**config.mk**
```make
export PLATFORM = sky130hd
export DESIGN_NAME = zephyr_ram_arbiter
export DESIGN_NICKNAME = d
export VERILOG_FILES = /design/src/rtl/zephyr_ram_arbiter.sv
export SDC_FILE = /design/constraint.sdc
export NUM_CORES = 1
export LEC_CHECK = 0
export BUFFER_PORTS_ARGS = -buffer_cell sky130_fd_sc_hd__buf_2
export CAP_MARGIN = 20
export CORE_AREA = 5 5 78 66
export CTS_CLUSTER_SIZE = 30
export DETAILED_ROUTE_END_ITERATION = 12
export DIE_AREA = 0 0 83 71
export PLACE_DENSITY = 0.73
export SLEW_MARGIN = 20
export SYNTH_ARGS = -nofsm -noshare
export SYNTH_HDL_FRONTEND = slang
export SYNTH_SLANG_ARGS = --single-unit
```
**constraint.sdc**
```tcl
create_clock -name clk -period 2.02 [get_ports clk]
set_input_delay 0 -clock clk [delete_from_list [all_inputs] [get_ports clk]]
set_output_delay 0 -clock clk [all_outputs]
set_load 0.01 [all_outputs]
```
**src/rtl/zephyr_ram_arbiter.sv**
```systemverilog
// Two-port round-robin / fixed-priority arbiter in front of the 16x8 zephyr RAM.
// Each access takes IDLE -> ISSUE (RAM strobe) -> RESP (ack + read data).
module zephyr_ram_arbiter #(
    parameter int AW         = 4,
    parameter int DW         = 8,
    parameter bit FIXED_PRIO = 1'b0
) (
    input  logic          clk,
    input  logic          rst_n,
    // Handshake: req is a level held until ack; we/addr/wdata are stable
    // while req is high. ack is a one-cycle pulse, rdata is valid with ack
    // and held afterwards. A req still high in the IDLE after ack is new.
    input  logic          req0,
    input  logic          we0,
    input  logic [AW-1:0] addr0,
    input  logic [DW-1:0] wdata0,
    output logic          ack0,
    output logic [DW-1:0] rdata0,
    input  logic          req1,
    input  logic          we1,
    input  logic [AW-1:0] addr1,
    input  logic [DW-1:0] wdata1,
    output logic          ack1,
    output logic [DW-1:0] rdata1,
    output logic          ram_en,
    output logic          ram_we,
    output logic [AW-1:0] ram_addr,
    output logic [DW-1:0] ram_wdata,
    input  logic [DW-1:0] ram_rdata,
    output logic          busy,
    output logic          owner,
    output logic [1:0]    state_dbg
);

    typedef enum logic [1:0] {
        S_IDLE  = 2'd0,
        S_ISSUE = 2'd1,
        S_RESP  = 2'd2
    } state_t;

    state_t        state_q, state_d;
    logic          last_q, last_d;
    logic          owner_q, owner_d;
    logic          lat_we_q, lat_we_d;
    logic          ram_en_q, ram_en_d;
    logic          ram_we_q, ram_we_d;
    logic [AW-1:0] ram_addr_q, ram_addr_d;
    logic [DW-1:0] ram_wdata_q, ram_wdata_d;
    logic          ack0_q, ack0_d;
    logic          ack1_q, ack1_d;
    logic          busy_q, busy_d;
    logic [DW-1:0] rd0_q, rd0_d;
    logic [DW-1:0] rd1_q, rd1_d;
    logic          grant1;
    logic          rd_live;

    // Port 1 wins when alone, or on a round-robin tie when port 0 went last.
    assign grant1 = req1 && (!req0 || (!FIXED_PRIO && !last_q));

    always_ff @(posedge clk or negedge rst_n) begin
        if (!rst_n) begin
            state_q <= S_IDLE;
        end else begin
            state_q <= state_d;
        end
    end

    always_comb begin
        state_d     = state_q;
        last_d      = last_q;
        owner_d     = owner_q;
        lat_we_d    = lat_we_q;
        ram_en_d    = 1'b0;
        ram_we_d    = 1'b0;
        ram_addr_d  = ram_addr_q;
        ram_wdata_d = ram_wdata_q;
        ack0_d      = 1'b0;
        ack1_d      = 1'b0;
        rd0_d       = rd0_q;
        rd1_d       = rd1_q;
        case (state_q)
            S_IDLE: begin
                if (req0 || req1) begin
                    state_d     = S_ISSUE;
                    owner_d     = grant1;
                    lat_we_d    = grant1 ? we1 : we0;
                    ram_en_d    = 1'b1;
                    ram_we_d    = grant1 ? we1 : we0;
                    ram_addr_d  = grant1 ? addr1 : addr0;
                    ram_wdata_d = grant1 ? wdata1 : wdata0;
                end
            end
            S_ISSUE: begin
                state_d = S_RESP;
                ack0_d  = !owner_q;
                ack1_d  = owner_q;
            end
            S_RESP: begin
                state_d = S_IDLE;
                last_d  = owner_q;
                if (!lat_we_q) begin
                    if (owner_q) rd1_d = ram_rdata;
                    else         rd0_d = ram_rdata;
                end
            end
            default: state_d = S_IDLE;
        endcase
        busy_d = (state_d != S_IDLE);
    end

    always_ff @(posedge clk or negedge rst_n) begin
        if (!rst_n) begin
            last_q      <= 1'b1;
            owner_q     <= 1'b0;
            lat_we_q    <= 1'b0;
            ram_en_q    <= 1'b0;
            ram_we_q    <= 1'b0;
            ram_addr_q  <= '0;
            ram_wdata_q <= '0;
            ack0_q      <= 1'b0;
            ack1_q      <= 1'b0;
            busy_q      <= 1'b0;
            rd0_q       <= '0;
            rd1_q       <= '0;
        end else begin
            last_q      <= last_d;
            owner_q     <= owner_d;
            lat_we_q    <= lat_we_d;
            ram_en_q    <= ram_en_d;
            ram_we_q    <= ram_we_d;
            ram_addr_q  <= ram_addr_d;
            ram_wdata_q <= ram_wdata_d;
            ack0_q      <= ack0_d;
            ack1_q      <= ack1_d;
            busy_q      <= busy_d;
            rd0_q       <= rd0_d;
            rd1_q       <= rd1_d;
        end
    end

    // The RAM's registered read lands during RESP, so the owner's rdata is
    // bypassed from the RAM in that cycle to be valid alongside ack.
    assign rd_live = (state_q == S_RESP) && !lat_we_q;

    assign rdata0    = (rd_live && !owner_q) ? ram_rdata : rd0_q;
    assign rdata1    = (rd_live &&  owner_q) ? ram_rdata : rd1_q;
    assign ack0      = ack0_q;
    assign ack1      = ack1_q;
    assign ram_en    = ram_en_q;
    assign ram_we    = ram_we_q;
    assign ram_addr  = ram_addr_q;
    assign ram_wdata = ram_wdata_q;
    assign busy      = busy_q;
    assign owner     = owner_q;
    assign state_dbg = state_q;

endmodule

```
# Word-level counts from Yosys, hierarchy flattened
# Index checks and enable logic that the tools add are counted.
op_classes:
  n_reduce_logical: 15
  bitwise: 2
  n_eq_ne: 2
  muxes: 13
op_table:
  columns: ["op", "count"]
  rows:
  - ["8-bit two-way mux", 3]
  - ["1-bit two-way mux", 7]
  - ["3-bit AND reduction", 2]
  - ["1-bit logical AND", 4]
  - ["1-bit logical NOT", 4]
  - ["4-bit two-way mux", 1]
  - ["2-bit case mux with 2 select lines", 1]
  - ["2-bit by 1-bit equality test with 1-bit output, second input constant", 1]
  - ["2-bit equality test, second input constant", 1]
  - ["2-bit logical NOT", 1]
  - ["1-bit logical OR", 2]
  - ["2-bit two-way mux", 1]
  - ["1-bit NOT", 2]
  - ["2-bit AND reduction", 1]
  - ["2-bit nonzero test", 1]
word_totals:
  output_inout_bits: 36
  in_bits: 38
  regBits: 38
  wordCells: 45

# Longest topological paths before layout
# Gate-level depths: netlist of the first run.
depth:
  ltp_word: 6
  mapped_depth: 5
  ltp_nobuf: 4

# Least setup slack after synthesis of the first run
# No wires, ideal clock.
synth_path:
  kind: "register to register"
  from: "reg owner_q, in the netlist owner"
  to: "reg rd1_q[6]"
  setup_slack_ps: 506
  t_arrival_ps: 1389
  setup_time_ps: 125
  path_buffers: 1
  period_less_slack_ps: 1514
  stages_incl_launch_ff: 5
  required_ps: 1895
  cell_sequence: "dfrtp_1 -> inv_1 -> nor3_4 -> buf_6 -> mux2_2"
synth_between:
  elab_chain_len: 1
synth_lines:
  columns: ["item", "line", "rtl"]
  rows:
  - ["from (decl)", "43", "logic owner_q, owner_d;"]
  - ["from (signal assigned)", "127", "owner_q <= owner_d;"]
  - ["3-bit AND reduction (no source line)", null, null]
  - ["to (signal assigned)", "137", "rd1_q <= rd1_d;"]
  - ["to (decl)", "53", "logic [DW-1:0] rd1_q, rd1_d;"]
# No other way between the ends.
# A chain may end at the register's enable or synchronous reset.

# Final worst setup path of the first run
layout_path:
  from: "reg owner_q, in the netlist owner"
  to: "out rdata1[2]"
layout_between:
  elab_chain_len: 2
layout_lines:
  columns: ["item", "line", "rtl"]
  rows:
  - ["1-bit logical AND", "146", "assign rdata1 = (rd_live && owner_q) ? ram_rdata : rd1_q;"]
  - ["8-bit two-way mux", "146", null]
  - ["to (decl)", "24", "output logic [DW-1:0] rdata1,"]
# No other way between the ends.

==> results of run 1 <==
[area by class of cell]
cell class	count	area (µm²)
inverters	5	18.8
multi-input cells	72	826
flip-flops and latches	38	952
fillers	379	1910
clock buffers	8	90.1
repair buffers	85	478
well taps	60	75.1
[metal layers]
layer	GRT usage [%]	wire, µm
met1	16.9	1610
met2	21.4	1630
met3	5.01	286
met4	3.81	22
met5	0	0
[metrics by stage]
step	area (µm²)	total power, µW
6_report	2440	3530
2_1_floorplan	1850	2490
3_5_place_dp	2260	3040
3_3_place_gp	2260	3000
4_1_cts	2440	3580
5_1_grt	2440	3800
[state kept, by name, indices dropped and copies added (netlist names)]
register,count
ram_addr,4
ram_en,1
last_q,1
lat_we_q,1
state_dbg,2
ack0,1
ram_wdata,8
owner,1
ack1,1
rd1_q,8
ram_we,1
rd0_q,8
busy,1
[worst min path at each step]
stage,startpoint,end,slack (ns),depth (start not counted)
3_3_place_gp,rst_n,rd1_q[4],0.14,1
5_1_grt,ram_rdata[1],rd1_q[1],0.007,2
2_1_floorplan,rst_n,ack0,-0.30,0
6_report,req0,ram_en,0.005,3
3_5_place_dp,rst_n,rd1_q[4],0.15,1
4_1_cts,ram_rdata[1],rd1_q[1],0.0006,2
[what timing repair did]
| action | in CTS | in global routing |
|---|---|---|
| endpoints found under the setup margin | 0 | 0 |
| hold buffers | 9 | 0 |
| resized for setup | 0 | 0 |
| hold endpoints to repair | 53 | 0 |
[power by group through the flow]
stage	Combinational [µW]	Clock (µW)	Sequential, µW
floorplan	1060	0	1430
global placement	1640	0	1360
detailed placement	1670	0	1370
CTS	1690	529	1360
global route	1820	568	1410
finish	1660	516	1350
[cell usage after synthesis]
| library cell | count | share of area, % |
|---|---|---|
| nor2_1 | 4 | 0.81 |
| buf_6 | 2 | 1.2 |
| dfstp_2 | 1 | 1.4 |
| a21bo_4 | 1 | 0.88 |
| nand2b_1 | 1 | 0.34 |
| mux2i_1 | 3 | 1.6 |
| clkinv_1 | 1 | 0.20 |
| mux2_4 | 16 | 13 |
| dfrtp_1 | 37 | 50 |
| buf_4 | 1 | 0.41 |
| nand2b_4 | 1 | 0.75 |
| nor3_4 | 2 | 1.8 |
| o21ai_2 | 1 | 0.47 |
| inv_1 | 4 | 0.81 |
| nand2_1 | 2 | 0.41 |
| mux2_2 | 39 | 24 |
| buf_12 | 1 | 1.1 |
| o21ai_0 | 1 | 0.27 |
| mux2_1 | 1 | 0.61 |
[worst min-delay path: cells and delay by family]
kind	cells	cell delay [ns]
compound gates	1	0.08
buf+inv	2	0.17
[kinds of logic (layout without fill, tap and decap cells)]
group	count (synthesis)	count (layout)
compound gates	3	3
buf+inv	9	98
flops	38	38
mux	59	59
simple gates	10	10
==> flow_metrics.env, run 1 <==
export IMPL_rows=22
export IMPL_root_buffer="clkbuf_8"
export IMPL_area_growth_pct=32.1
export IMPL_grt_pass1_vias=1368
export IMPL_die_w_um=83
export IMPL_start_util_pct=42.5
export IMPL_synth_xor_area_share_pct=0
export IMPL_worst_pin_slew_ns=0.804
export IMPL_path_delay_family="buffers and inverters"
export IMPL_avgSynthCellArea_um2=15.5
export IMPL_synth_compound_area_share_pct=1.63
export IMPL_worstPathArrival_ns=1.79
export IMPL_fp_coreArea_um2=4350
export IMPL_antenna_left=0
export IMPL_worstPathRequired_ns=2.02
export IMPL_syn_num_nets=157
export IMPL_maxCapViolCount=0
export IMPL_clk_insertion_delay_late_ns=0.28
export IMPL_die_area_um2=5890
export IMPL_io_buffers=73
export IMPL_rsz0062_at_grt="false"
export IMPL_ys_ff_latch=38
export IMPL_clockBufferDepth=2
export IMPL_num_antenna_cells=0
export IMPL_cts_tree="built"
export IMPL_r2r_cells=3
export IMPL_grt_overflow=0
export IMPL_final_cell_mix="73 x buf_2, 39 x mux2_2, 37 x dfrtp_1"
export IMPL_crit_chain="inv_1, nor3_4, buf_4, mux2_2, buf_2"
export IMPL_cts_made_buffers=5
export IMPL_path_buf_inv=3
export IMPL_cp_max_fo=16
export IMPL_tns_ns=0
export IMPL_seqPwrFrac_pct=38.3
export IMPL_route_detailed_wl_per_inst_um=13.2
export IMPL_avgViaCountPerCell=4.55
export IMPL_slew_viol_final=0
export IMPL_min_period_ns=1.79
export IMPL_crit_path_max_incr_delay_ns=0.43
export IMPL_setup_worst_path_end_class="output pin"
export IMPL_grt_pass1_wl_mm=6.43
export IMPL_power_frac_clock_pct=14.6
export IMPL_p_int_uw=2360
export IMPL_synthMuxAreaShare_pct=39.0
export IMPL_skew_ns=0.00531
export IMPL_ys_seq_area_share_pct=51.6
export IMPL_antenna_found_initial=0
export IMPL_grt_max_degree=39
export IMPL_setup_slack_ns=0.235
export IMPL_routed_wl_mm=3.55
export IMPL_layout_commonest_cell="buf_2"
export IMPL_swShare_pct=33.3
export IMPL_yosys_warnings=0
export IMPL_drt_iter0_markers=14
export IMPL_power_density_nw_per_um2=1450
export IMPL_synth_fa_ha_area_share_pct=0
export IMPL_cts_sinks=38
export IMPL_grt_use_total_pct=13.3
export IMPL_relSlewSlack_pct=46.4
export IMPL_cp_startpoint="owner"
export IMPL_critical_path_endpoint="rdata1[2]"
export IMPL_r2r_end="ram_wdata[5]"
export IMPL_crit_cells=5
export IMPL_synth_top_family_by_area="multiplexers"
export IMPL_vias=1220
export IMPL_fin_util_pct=56.1
export IMPL_placedCellCount=251
export IMPL_cts_htree_levels=2
export IMPL_dp_hpwl_mm=2.60
export IMPL_path_clk_slew_ns=0.07
export IMPL_place_congestion=0.698
export IMPL_r2r_start="last_q"
export IMPL_combPwrFrac_pct=47.0
export IMPL_final_setup_viol_count=0
export IMPL_ys_types=19
export IMPL_drive_gt1_share_pct=68.8
export IMPL_switchingPower_uw=1180
export IMPL_syn_area_um2=1850
export IMPL_ir_drop_v=0.000650
export IMPL_die_h_um=71
export IMPL_first_pass_iters=4
export IMPL_hold_ws_ns=0.00464
export IMPL_dp_worst_setup_slack_ns=0.460
export IMPL_drc=0
export IMPL_synth_cells=119
export IMPL_cts_setup_buffers=0
export IMPL_fin_nets=245
export IMPL_status="finished, final reports clean"
export IMPL_fin_crit_sh_pct=88.4
export IMPL_yosys_area_share_simple_pct=4.07
export IMPL_num_io_pins=74
export IMPL_p_leak_uw=0.00122
export IMPL_fin_cells=268
export IMPL_hold_viol=0
export IMPL_r2r_setup_slack_ns=0.47
export IMPL_timing_worst_setup_path_type="register to output pin"
export IMPL_fmax_ghz=0.560
export IMPL_hp_class="input pin to register"
export IMPL_crit_slowest_cell="dfrtp_1"
export IMPL_worstSetupStartpointType="register"
(Power assumes the default switching activity.)
==> run 2, diff against run 1 <==
--- a/config.mk
+++ b/config.mk
@@ -7,11 +7,11 @@
 export LEC_CHECK = 0
 export BUFFER_PORTS_ARGS = -buffer_cell sky130_fd_sc_hd__buf_2
 export CAP_MARGIN = 20
-export CORE_AREA = 5 5 78 66
+export CORE_AREA = 5 5 71 73
 export CTS_CLUSTER_SIZE = 30
 export DETAILED_ROUTE_END_ITERATION = 12
-export DIE_AREA = 0 0 83 71
-export PLACE_DENSITY = 0.73
+export DIE_AREA = 0 0 76 78
+export PLACE_DENSITY = 0.72
 export SLEW_MARGIN = 20
 export SYNTH_ARGS = -nofsm -noshare
 export SYNTH_HDL_FRONTEND = slang
==> run 2 against run 1 <==
Effect of this change: cell count fell by 2.2%; largest power group unchanged; sequential share of layout area fell by 0.10 points; count of clock-buffer cells in the layout fell by 3; worst hold slack improved by 0.0014 ns; die area rose by 0.59%; combinational power barely moved; flip-flop and latch count did not move; cell area rose by 0.26%; critical endpoint is now rdata1[3]; register-to-register slack barely moved.
==> flow_metrics.env, run 2 (synthesis results as in run 1) <==
export IMPL_grt_pass1_wl_mm=6.49
export IMPL_dp_hpwl_mm=2.62
export IMPL_worstPathRequired_ns=2.02
export IMPL_fin_nets=248
export IMPL_slew_viol_final=0
export IMPL_status="finished, final reports clean"
export IMPL_hold_ws_ns=0.00609
export IMPL_grt_pass1_vias=1392
export IMPL_grt_max_degree=39
export IMPL_vias=1244
export IMPL_die_w_um=76
export IMPL_cts_tree="built"
export IMPL_root_buffer="clkbuf_8"
export IMPL_routed_wl_mm=3.65
export IMPL_grt_use_total_pct=13.3
export IMPL_area_growth_pct=32.5
export IMPL_fillers=364
export IMPL_timing_worst_setup_path_type="register to output pin"
export IMPL_skew_ns=0.00655
export IMPL_grt_overflow=0
export IMPL_min_period_ns=1.77
export IMPL_p_leak_uw=0.00124
export IMPL_worstSetupStartpointType="register"
export IMPL_die_h_um=78
export IMPL_fp_coreArea_um2=4290
export IMPL_start_util_pct=43.0
export IMPL_clk_insertion_delay_late_ns=0.28
export IMPL_drive_gt1_share_pct=69.0
export IMPL_final_cell_mix="73 x buf_2, 39 x mux2_2, 37 x dfrtp_1"
export IMPL_fin_crit_sh_pct=87.4
export IMPL_first_pass_iters=4
export IMPL_ir_drop_v=0.000575
export IMPL_final_setup_viol_count=0
export IMPL_multi_input_area_um2=826
export IMPL_crit_path_max_incr_delay_ns=0.42
export IMPL_hp_class="input pin to register"
export IMPL_place_congestion=0.698
export IMPL_fin_cells=262
export IMPL_cts_htree_levels=2
export IMPL_placedCellCount=244
export IMPL_rsz0062_at_grt="false"
export IMPL_drc=0
export IMPL_fmax_ghz=0.567
export IMPL_route_detailed_wl_per_inst_um=13.9
export IMPL_cts_sinks=38
export IMPL_crit_chain="inv_1, nor3_4, buf_4, mux2_2, buf_2"
export IMPL_hold_viol=0
export IMPL_antenna_found_initial=0
export IMPL_register_area_um2=952
export IMPL_path_delay_family="buffers and inverters"
export IMPL_layout_commonest_cell="buf_2"
export IMPL_worst_pin_slew_ns=0.845
export IMPL_crit_slowest_cell="dfrtp_1"
export IMPL_path_buf_inv=3
export IMPL_maxCapViolCount=0
export IMPL_io_buffers=73
export IMPL_relSlewSlack_pct=43.7
export IMPL_rows=24
export IMPL_worstPathArrival_ns=1.77
export IMPL_clockBufferDepth=2
export IMPL_path_clk_slew_ns=0.08
export IMPL_num_io_pins=74
export IMPL_cts_made_buffers=5
export IMPL_cp_max_fo=16
export IMPL_drt_iter0_markers=15
export IMPL_tns_ns=0
export IMPL_setup_worst_path_end_class="output pin"
export IMPL_antenna_left=0
export IMPL_avgViaCountPerCell=4.75
export IMPL_die_area_um2=5930
export IMPL_power_density_nw_per_um2=1440
export IMPL_num_antenna_cells=0
run 2: cell count changes in the layout (fill, tap and decap cells not counted):
cell	change
buf_4	+1
clkbuf_1	-2
clkbuf_8	-1
clkinv_2	+2
dlygate4sd3_1	+2
run 2: report_power, final:
part / total [µW] / internal, µW / switching (µW)
Combinational: 1680 / 948 / 728
Sequential: 1350 / 1140 / 210
Clock: 488 / 232 / 256
run 2: worst register-to-register path, delay by kind of cell (launching register included):
family / cells / cell delay, ns
DFF: 1 / 0.54
muxes: 2 / 0.64
AOI/OAI and AO/OA: 1 / 0.27
run 2: repair_timing:
item | 4_1_cts | 5_1_grt
endpoints found under the hold margin | 56 | 0
gates resized for setup | 0 | 0
hold buffers | 11 | 0
setup buffers | 0 | 0
run 2: path summary, 6_finish.rpt:
check	depth (start not counted)	from	endpoint	slack, ns
setup / recovery	5	owner	rdata1[3]	0.25
hold / removal	3	req0	ram_en	0.006
setup reg to reg	3	last_q	ram_wdata[4]	0.46
hold reg to reg	1	rd1_q[4]	rd1_q[4]	0.50
max in group asynchronous	2	rst_n	rd1_q[2]	1.13
min in group asynchronous	2	rst_n	rd1_q[4]	0.36
run 2: stage by stage:
stage	worst slack [ns]	total power [µW]	area, µm²	utilization (%)
2_1_floorplan	0.506	2490	1850	-
6_report	0.255	3520	2450	57.0
5_1_grt	0.134	3790	2450	57.0
4_1_cts	0.227	3580	2450	57.0
3_3_place_gp	0.472	3020	2260	52.6
3_5_place_dp	0.441	3060	2260	52.6
run 2: layout make-up:
type / instances / area share [%]
Clock buffer: 5 / 2.81
Timing Repair Buffer: 88 / 20.7
Sequential cell: 38 / 38.9
Tap cell: 52 / 2.66
Inverter: 5 / 0.767
Multi-Input combinational cell: 72 / 33.8
Clock inverter: 2 / 0.409
run 2: routing by layer:
metal,up-vias,track usage (%),routed length [µm]
met4,0,3.20,24
met2,56,22.0,1740
met3,4,5.79,365
met1,585,15.9,1520
met5,-,0,0
li1,599,-,-
